File: src/rtl/speed_ctrl_pkg.sv
// rtl/speed_ctrl_pkg.sv - shared speed codes, FSM encodings and helpers for the CPU speed sequencer
//
// Purpose: common definitions used by cpu_speed_sequencer and slow_hold_timer.
// Contents:
//   speed_code_t           2-bit CPU speed code
//   SPEED_3M5..SPEED_28M   speed code values
//   ST_IDLE/ST_WAIT_SAFE/ST_DONE  sequencer state encodings
//   to_cpu_speed()         maps a speed code onto the 4-bit clock-enable selector

package speed_ctrl_pkg;

   typedef logic [1:0] speed_code_t;

   localparam speed_code_t SPEED_3M5 = 2'b00;
   localparam speed_code_t SPEED_7M  = 2'b01;
   localparam speed_code_t SPEED_14M = 2'b10;
   localparam speed_code_t SPEED_28M = 2'b11;

   localparam logic [1:0] ST_IDLE      = 2'd0;
   localparam logic [1:0] ST_WAIT_SAFE = 2'd1;
   localparam logic [1:0] ST_DONE      = 2'd2;

   // The selector has room for more rates; bits [3:2] stay zero for this core.
   function automatic logic [3:0] to_cpu_speed(input speed_code_t code);
      return {2'b00, code};
   endfunction

endpackage

File: src/rtl/slow_hold_timer.sv
// rtl/slow_hold_timer.sv - keeps 3.5 MHz forced while a slow-only peripheral is active plus a hold-off
//
// Purpose: raises slow_forced while force_slow is high and keeps it raised for
// HOLD_PULSES clk35en pulses after force_slow falls.
// Ports:
//   clk          in  28 MHz master clock
//   rst          in  synchronous active-high reset
//   clk35en      in  3.5 MHz phase enable (hold counter tick)
//   force_slow   in  level, slow-only peripheral active
//   slow_forced  out effective speed must be 3.5 MHz

module slow_hold_timer
   import speed_ctrl_pkg::*;
#(
   parameter int HOLD_PULSES = 4096
) (
   input  logic clk,
   input  logic rst,
   input  logic clk35en,
   input  logic force_slow,
   output logic slow_forced
);

   localparam int HW = $clog2(HOLD_PULSES + 1);

   logic [HW-1:0] hold_cnt;

   always_ff @(posedge clk) begin
      if (rst) begin
         hold_cnt    <= '0;
         slow_forced <= 1'b0;
      end else if (force_slow) begin
         hold_cnt    <= HW'(HOLD_PULSES);
         slow_forced <= 1'b1;
      end else if (hold_cnt == '0) begin
         slow_forced <= 1'b0;
      end else if (clk35en) begin
         hold_cnt <= hold_cnt - HW'(1);
         // Release on the same edge the counter lands on zero.
         if (hold_cnt == HW'(1)) begin
            slow_forced <= 1'b0;
         end
      end
   end

endmodule

File: src/rtl/cpu_speed_sequencer.sv
// rtl/cpu_speed_sequencer.sv - commits CPU speed changes only at safe 3.5 MHz phase points
//
// Purpose: accepts speed requests, holds the committed 2-bit speed code and
// changes it only on a clk35en pulse with the Z80 bus idle (or after
// SAFE_TIMEOUT busy pulses), so the CPU clock enable never truncates a T-state.
// Optional feature macro: SPEED_AUTOSLOW_EN (forces 3.5 MHz while force_slow
// is active and for HOLD_PULSES clk35en pulses afterwards).
// Ports:
//   clk              in  28 MHz master clock
//   rst              in  synchronous active-high reset
//   clk35en          in  3.5 MHz phase enable, one cycle wide
//   cpu_mreq_n       in  Z80 MREQ, active low
//   cpu_iorq_n       in  Z80 IORQ, active low
//   speed_req_valid  in  speed request present
//   speed_req_value  in  requested speed code
//   speed_req_ready  out request accepted when valid && ready
//   force_slow       in  slow-only peripheral active
//   cpu_speed        out selector for the clock-enable generator
//   speed_applied    out one-cycle pulse after a commit
//   slow_forced      out effective target currently forced to 3.5 MHz

module cpu_speed_sequencer
   import speed_ctrl_pkg::*;
#(
   parameter int SAFE_TIMEOUT = 8,
   parameter int HOLD_PULSES  = 4096
) (
   input  logic       clk,
   input  logic       rst,
   input  logic       clk35en,
   input  logic       cpu_mreq_n,
   input  logic       cpu_iorq_n,
   input  logic       speed_req_valid,
   input  logic [1:0] speed_req_value,
   output logic       speed_req_ready,
   input  logic       force_slow,
   output logic [3:0] cpu_speed,
   output logic       speed_applied,
   output logic       slow_forced
);

   localparam logic [7:0] TIMEOUT_LIM = 8'(SAFE_TIMEOUT);

   logic [1:0]  state;
   speed_code_t target;
   speed_code_t cur;
   speed_code_t pending;
   speed_code_t eff;
   logic [7:0]  to_cnt;
   logic [7:0]  to_next;
   logic        bus_idle;
   logic        slow_forced_i;

`ifdef SPEED_AUTOSLOW_EN
   slow_hold_timer #(
      .HOLD_PULSES (HOLD_PULSES)
   ) u_slow_hold (
      .clk         (clk),
      .rst         (rst),
      .clk35en     (clk35en),
      .force_slow  (force_slow),
      .slow_forced (slow_forced_i)
   );
`else
   localparam int unused_hold_pulses = HOLD_PULSES;
   logic unused_force_slow;
   assign unused_force_slow = force_slow;
   assign slow_forced_i     = 1'b0;
`endif

   assign eff      = slow_forced_i ? SPEED_3M5 : target;
   assign bus_idle = cpu_mreq_n & cpu_iorq_n;
   assign to_next  = to_cnt + 8'd1;

   always_ff @(posedge clk) begin
      if (rst) begin
         state   <= ST_IDLE;
         target  <= SPEED_3M5;
         cur     <= SPEED_3M5;
         pending <= SPEED_3M5;
         to_cnt  <= 8'd0;
      end else begin
         case (state)
            ST_IDLE: begin
               if (speed_req_valid) begin
                  target <= speed_req_value;
               end
               // Uses the registered target, so a new request is seen one edge later.
               if (eff != cur) begin
                  pending <= eff;
                  to_cnt  <= 8'd0;
                  state   <= ST_WAIT_SAFE;
               end
            end
            ST_WAIT_SAFE: begin
               pending <= eff;
               if (eff == cur) begin
                  state <= ST_IDLE;
               end else if (clk35en) begin
                  // A bus cycle that never ends must not block the change forever.
                  if (bus_idle || (to_next == TIMEOUT_LIM)) begin
                     cur   <= pending;
                     state <= ST_DONE;
                  end else begin
                     to_cnt <= to_next;
                  end
               end
            end
            ST_DONE: begin
               state <= ST_IDLE;
            end
            default: begin
               state <= ST_IDLE;
            end
         endcase
      end
   end

   assign speed_req_ready = (state == ST_IDLE);
   assign speed_applied   = (state == ST_DONE);
   assign cpu_speed       = to_cpu_speed(cur);
   assign slow_forced     = slow_forced_i;

endmodule

File: config.mk
export PLATFORM = sky130hd
export DESIGN_NAME = cpu_speed_sequencer
export DESIGN_NICKNAME = d
export VERILOG_FILES = /design/src/rtl/speed_ctrl_pkg.sv /design/src/rtl/slow_hold_timer.sv /design/src/rtl/cpu_speed_sequencer.sv
export SDC_FILE = /design/constraint.sdc
export NUM_CORES = 1
export LEC_CHECK = 0
export CAP_MARGIN = 20
export CORE_MARGIN = 5
export CORE_UTILIZATION = 52
export CTS_CLUSTER_DIAMETER = 30
export DETAILED_ROUTE_END_ITERATION = 12
export GPL_TIMING_DRIVEN = 0
export PLACE_DENSITY = 0.78
export SLEW_MARGIN = 0
export SYNTH_ARGS = -nofsm -noshare
export SYNTH_HDL_FRONTEND = slang
export SYNTH_SLANG_ARGS = --single-unit
File: constraint.sdc
create_clock -name clk -period 2.7 [get_ports clk]
set_clock_uncertainty 0.1 [all_clocks]
set_input_delay 0.54 -clock clk [delete_from_list [all_inputs] [get_ports clk]]
set_output_delay 0.54 -clock clk [all_outputs]
set_load 0.02 [all_outputs]
==> metrics.txt, run 1 <==
Root Buffer clkbuf_4; hold path cells 2; CTS H-tree depth 1; area share of the largest cell type after synthesis 32.1%; GRT Util Overall 15.1%; maximum VDD drop 0.000356 V; Max-slew headroom 65.5%; Peak Freq 0.442 GHz; leakage power 0.479 nW; RSZ-0062 raised after global routing false; Reg2Reg Setup Slack 0.44 ns; HP Class reg2reg; boundary pin count 16; Worst Max-Slew Pin Slew 0.516 ns; Fillers 144; post-CTS setup buffer count 0; yosys warns 0; GR Util met2 26.2%; Synth Instances 108; crit path launch type flop; Finished Cell Area 1180 um^2; fin. max-slew vios 0; clock latency on the worst-skew pair 0.29 ns; WP data required 2.80 ns; clock slew at reported path FFs 0.10 ns; placed inst area 1150 um^2; area grow syn2layout 18.6%; status finished clean; total iterations of the first detailed-routing run 4; Async SR Flop Fraction 0%; Final period util 83.7%; Avg Inst Size Synth 9.23 um^2; area leader, netlist dfxtp_1; Avg Vias per Cell 5.45; MaxCap Viol Count 0; FF-to-FF Start to_cnt[1]; Final Util 66.3%; Longest Clk Path Bufs 2; vias in the first global route 733; largest net degree at the start of global routing 11; Worst Path Arrival 2.36 ns; Setup crit end kind flop; Final ANT Viol Nets 0; Post-synth top flop dfxtp_1; Final setup viols 0; CP endpoint to_cnt[5]; Psw 0.117 mW; port buffer count 11; gpl congestion 0.828; Fin Setup TNS 0 ns; drt wl/cell 12.8 um; sequential power share 52.0%; die width 53.8 um; TritonCTS clock tree built; row cnt 15; post-route minimum period 2.26 ns; vias 817; post-synthesis sequential area ratio 32.1%; first-pass GRT wire length 3.18 mm; worst r2r dst to_cnt[5]; DRC Markers 0; power share of the clock group 34.7%; initial core utilization 55.9%; number of flops mapped to enable cells by yosys 0; combinational share of power 13.2%; worst-path fanout max 8; DRT Wirelength 1.92 mm; post_cts resized 0; Synth Cell Area 997 um^2; die height 53.8 um; Top Usage Layer GRT met2; met3 Resource Use GR 4.99%; fin nets 137; met1 GRT Util 17.5%; crit path from to_cnt[1]; pwr/cell area 398 nW/um^2; Netlist cell types 45; Die Footprint 2890 um^2; fraction of layout cells with a size suffix above 1 16.8%; flops & latches, synth 16; CTS Buf Count 3; synth top area cells dfxtp_1 (32%), mux2i_1 (7.0%), nor2_1 (4.1%), o32ai_4 (2.8%), nand2_1 (2.6%); DRT iter0 DRCs 10; path type of the worst setup path reg2reg; CTS Hold Bufs 0; initial antenna violation count 0; Clock Sink Count 16; Sw Ratio 24.8%; Detailed Place HPWL 1.45 mm; grt total ovfl 0; core area 1780 um^2; Hold Slack 0.376 ns; internal power 0.354 mW; worst reg2reg path depth 6; Final Hold Fails 0; # diodes 0
[through the flow]
step	instances	worst slack, ns	total power [mW]
2_1_floorplan	110	0.699	0.292
3_3_place_gp	146	0.422	0.312
3_5_place_dp	146	0.407	0.313
4_1_cts	150	0.452	0.476
5_1_grt	150	0.321	0.493
6_report	150	0.440	0.471
[state kept, by name, summed over array words and instances, names as in the netlist]
name	count
cur	2
eff	2
pending	2
state	2
to_cnt	8
[layer usage]
metal  part of all wire [%]  vias to the layer above
met5                      0                        -
met4                   0.63                        0
met3                    4.1                        2
met2                     49                       12
met1                     46                      382
li1                       -                      421
[final cells by class]
type	count	area (um^2)	area share [%]
flip-flops and latches	16	320	27.1
repair buffers	11	110	9.31
inverters	4	15.0	1.27
well taps	25	31.3	2.65
clock buffers	4	36.3	3.07
plain buffers	6	42.5	3.60
multi-input cells	84	627	53.0
[cell usage in the layout, fill, tap and decap left out, drive strengths merged, types with 2 or more instances in the layout]
master	n
a211o	2
a211oi	4
a21oi	2
a221o	2
and3	3
buf	4
clkbuf	6
clkdlybuf4s50	11
conb	3
dfxtp	16
ha	2
inv	4
mux2i	7
nand2	8
nand2b	4
nand3	3
nand4	2
nor2	11
nor2b	3
nor3	3
o21ai	4
or2	2
xor2	2
[critical path, cell delays in order, from the launching register on]
cell and delay (ns):
dfxtp_1 0.49, ha_1 0.31, nand3_1 0.20, and4b_1 0.29, o22ai_2 0.26, o32ai_4 0.15, a221o_1 0.37
[synth_stat cells, drive strengths merged, types with 3 or more instances]
cell    instances
mux2i           7
nand2           8
and3            3
a211oi          4
nor2b           3
nor2           11
nor3            3
buf             4
o21ai           4
nand2b          4
dfxtp          16
nand3           3
inv             4
[cells by family (layout without fill, tap and decap cells)]
family / count (synthesis) / count (layout) / share of synthesized area [%]
multiplexers: 7 / 7 / 7.03
XOR/XNOR: 2 / 2 / 1.76
AO/OA/AOI/OAI: 24 / 24 / 23.7
adder cells (fa/ha/maj): 2 / 2 / 2.51
buffers and inverters: 10 / 25 / 5.77
AND/OR/NAND/NOR: 46 / 46 / 26.7
other: 1 / 3 / 0.376
flip-flops: 16 / 16 / 32.1
[power groups by stage]
stage	clock, mW	sequential [mW]	combinational [mW]
2_1_floorplan	0	0.249	0.0431
3_3_place_gp	0	0.250	0.0618
5_1_grt	0.180	0.246	0.0673
4_1_cts	0.168	0.245	0.0629
6_report	0.164	0.245	0.0624
3_5_place_dp	0	0.251	0.0626
[worst min path at each step]
stage,startpoint,end,slack [ns]
after detailed placement,pending[1],cur[1],0.37
after global routing,pending[1],cur[1],0.40
after CTS,pending[1],cur[1],0.38
after global placement,pending[1],cur[1],0.36
after floorplan,pending[0],cur[0],0.35
final,pending[1],cur[1],0.38
Power figures use the tool's default switching activity.
==> run 2, diff against run 1 <==
==> constraint.sdc (replaced) <==
create_clock -name clk -period 2.19 [get_ports clk]
set_clock_uncertainty 0.1 [all_clocks]
set_input_delay 0.438 -clock clk [delete_from_list [all_inputs] [get_ports clk]]
set_output_delay 0.438 -clock clk [all_outputs]
set_load 0.02 [all_outputs]
==> run 2 against run 1 <==
  * Register-to-register slack got worse by 0.35 ns
  * Sequential cell count did not move
  * Wire length fell by 0.16%
  * Cell count did not move
  * Via count rose by 1.5%
  * Non-clock buffer count did not move
  * Worst setup slack got worse by 0.35 ns
  * Combinational power rose by 24%
  * Sequential share of layout area rose by 0.37 points
  * Cell area rose by 0.95%
  * Global-route usage did not move
  * Largest cell class unchanged
==> metrics.txt, run 2 (synthesis results as in run 1) <==
CTS H-tree depth 1; Root Buffer clkbuf_4; port buffer count 11; CTS Buf Count 3; first-pass GRT wire length 3.17 mm; HP Class reg2reg; leakage power 0.477 nW; Hold Slack 0.376 ns; gpl congestion 0.828; most common cell after layout, fill and taps aside dfxtp_1; Final WS setup 0.0928 ns; path type of the worst setup path reg2reg; commonest cells after routing, fill and taps aside dfxtp_1 (14), nor2_1 (11), clkdlybuf4s50_1 (11), mux2i_1 (7), nand2_1 (7); row cnt 15; Avg Vias per Cell 5.53; vias 829; WP data required 2.28 ns; initial antenna violation count 0; Final Hold Fails 0; multi-input logic area 631 um^2; slowest CP cell dfxtp_4; fraction of layout cells with a size suffix above 1 20.0%; DRT iter0 DRCs 14; initial core utilization 55.9%; # diodes 0; Setup crit end kind flop; crit path from to_cnt[0]; grt total ovfl 0; Fin Setup TNS 0 ns; Worst Max-Slew Pin Slew 0.512 ns; Finished Cell Area 1190 um^2; FF+latch area 328 um^2; Detailed Place HPWL 1.45 mm; Worst Path Arrival 2.19 ns; RSZ-0062 raised after global routing false; drt wl/cell 12.8 um; boundary pin count 16; Max stage delay on crit path 0.41 ns; DRC Markers 0; DRT Wirelength 1.92 mm; Final setup viols 0; Final period util 95.8%; Final Util 66.9%; GRT Util Overall 15.1%; Max-slew headroom 65.7%; Setup WS pre-CTS -0.0465 ns; crit path launch type flop; die width 53.8 um; total iterations of the first detailed-routing run 6; FF-to-FF Start to_cnt[0]; Longest Clk Path Bufs 2; area grow syn2layout 19.7%; fin nets 137; vias in the first global route 725; pwr/cell area 484 nW/um^2; worst-path fanout max 8; max reg flops 8; Peak Freq 0.477 GHz; die height 53.8 um; Largest Register to_cnt; placed inst area 1150 um^2; maximum VDD drop 0.000437 V; clock latency on the worst-skew pair 0.29 ns; fin. max-slew vios 0; Worst Hold Launch pending[1]; clock slew at reported path FFs 0.10 ns; status finished clean; post-route minimum period 2.10 ns; Die Footprint 2890 um^2; core area 1780 um^2; Clock Sink Count 16; TritonCTS clock tree built; MaxCap Viol Count 0; Fillers 140; CP Cell Sequence ha_2, nand3_1, and4b_2, o22ai_2, o32ai_4, a221o_1; largest net degree at the start of global routing 11; Final ANT Viol Nets 0
## run 2: routing by layer
layer	track usage, %	wire length [um]	part of all wire [%]	vias up
li1	-	-	-	421
met1	18.0	885	46	394
met2	25.6	939	49	12
met3	4.99	78	4.1	2
met4	3.83	13	0.68	0
met5	0	0	0	-
## run 2: final cells by class
class | instances | share of cell area, %
Sequential cell | 16 | 27.5
Clock buffer | 4 | 3.04
Tap cell | 25 | 2.62
Multi-Input combinational cell | 84 | 52.8
Buffer | 6 | 3.56
Inverter | 4 | 1.26
Timing Repair Buffer | 11 | 9.22
## run 2: report_power, final
group | internal, mW | total, mW | switching, mW
registers | 0.294 | 0.300 | 0.00557
logic | 0.0391 | 0.0771 | 0.0379
clock network | 0.101 | 0.201 | 0.0995
## run 2: what timing repair did
| action | 4_1_cts | 5_1_grt |
|---|---|---|
| cloned | 0 | 0 |
| hold buffers | 0 | 0 |
| buffers inserted | 0 | 0 |
| resized for setup | 2 | 4 |
| hold endpoints to repair | 0 | 0 |
| endpoints found under the setup margin | 3 | 6 |
## run 2: worst max-delay path: cells and delay by family, from the launching register on
family,cells,cell delay (ns)
and+or+nand+nor,2,0.49
DFF,1,0.41
adders and majority gates,1,0.23
AOI/OAI and AO/OA,3,0.76
## run 2: stage by stage
| step | power, mW | cells |
|---|---|---|
| final | 0.578 | 150 |
| after global placement | 0.385 | 146 |
| after detailed placement | 0.386 | 146 |
| after floorplan | 0.361 | 110 |
| after global routing | 0.603 | 150 |
| after CTS | 0.587 | 150 |
## run 2: worst paths after layout
kind / depth (start not counted) / to / slack (ns)
max: 6 / to_cnt[5] / 0.09
min: 2 / cur[1] / 0.38
min reg2reg: 2 / cur[1] / 0.38
max reg2reg: 6 / to_cnt[5] / 0.09
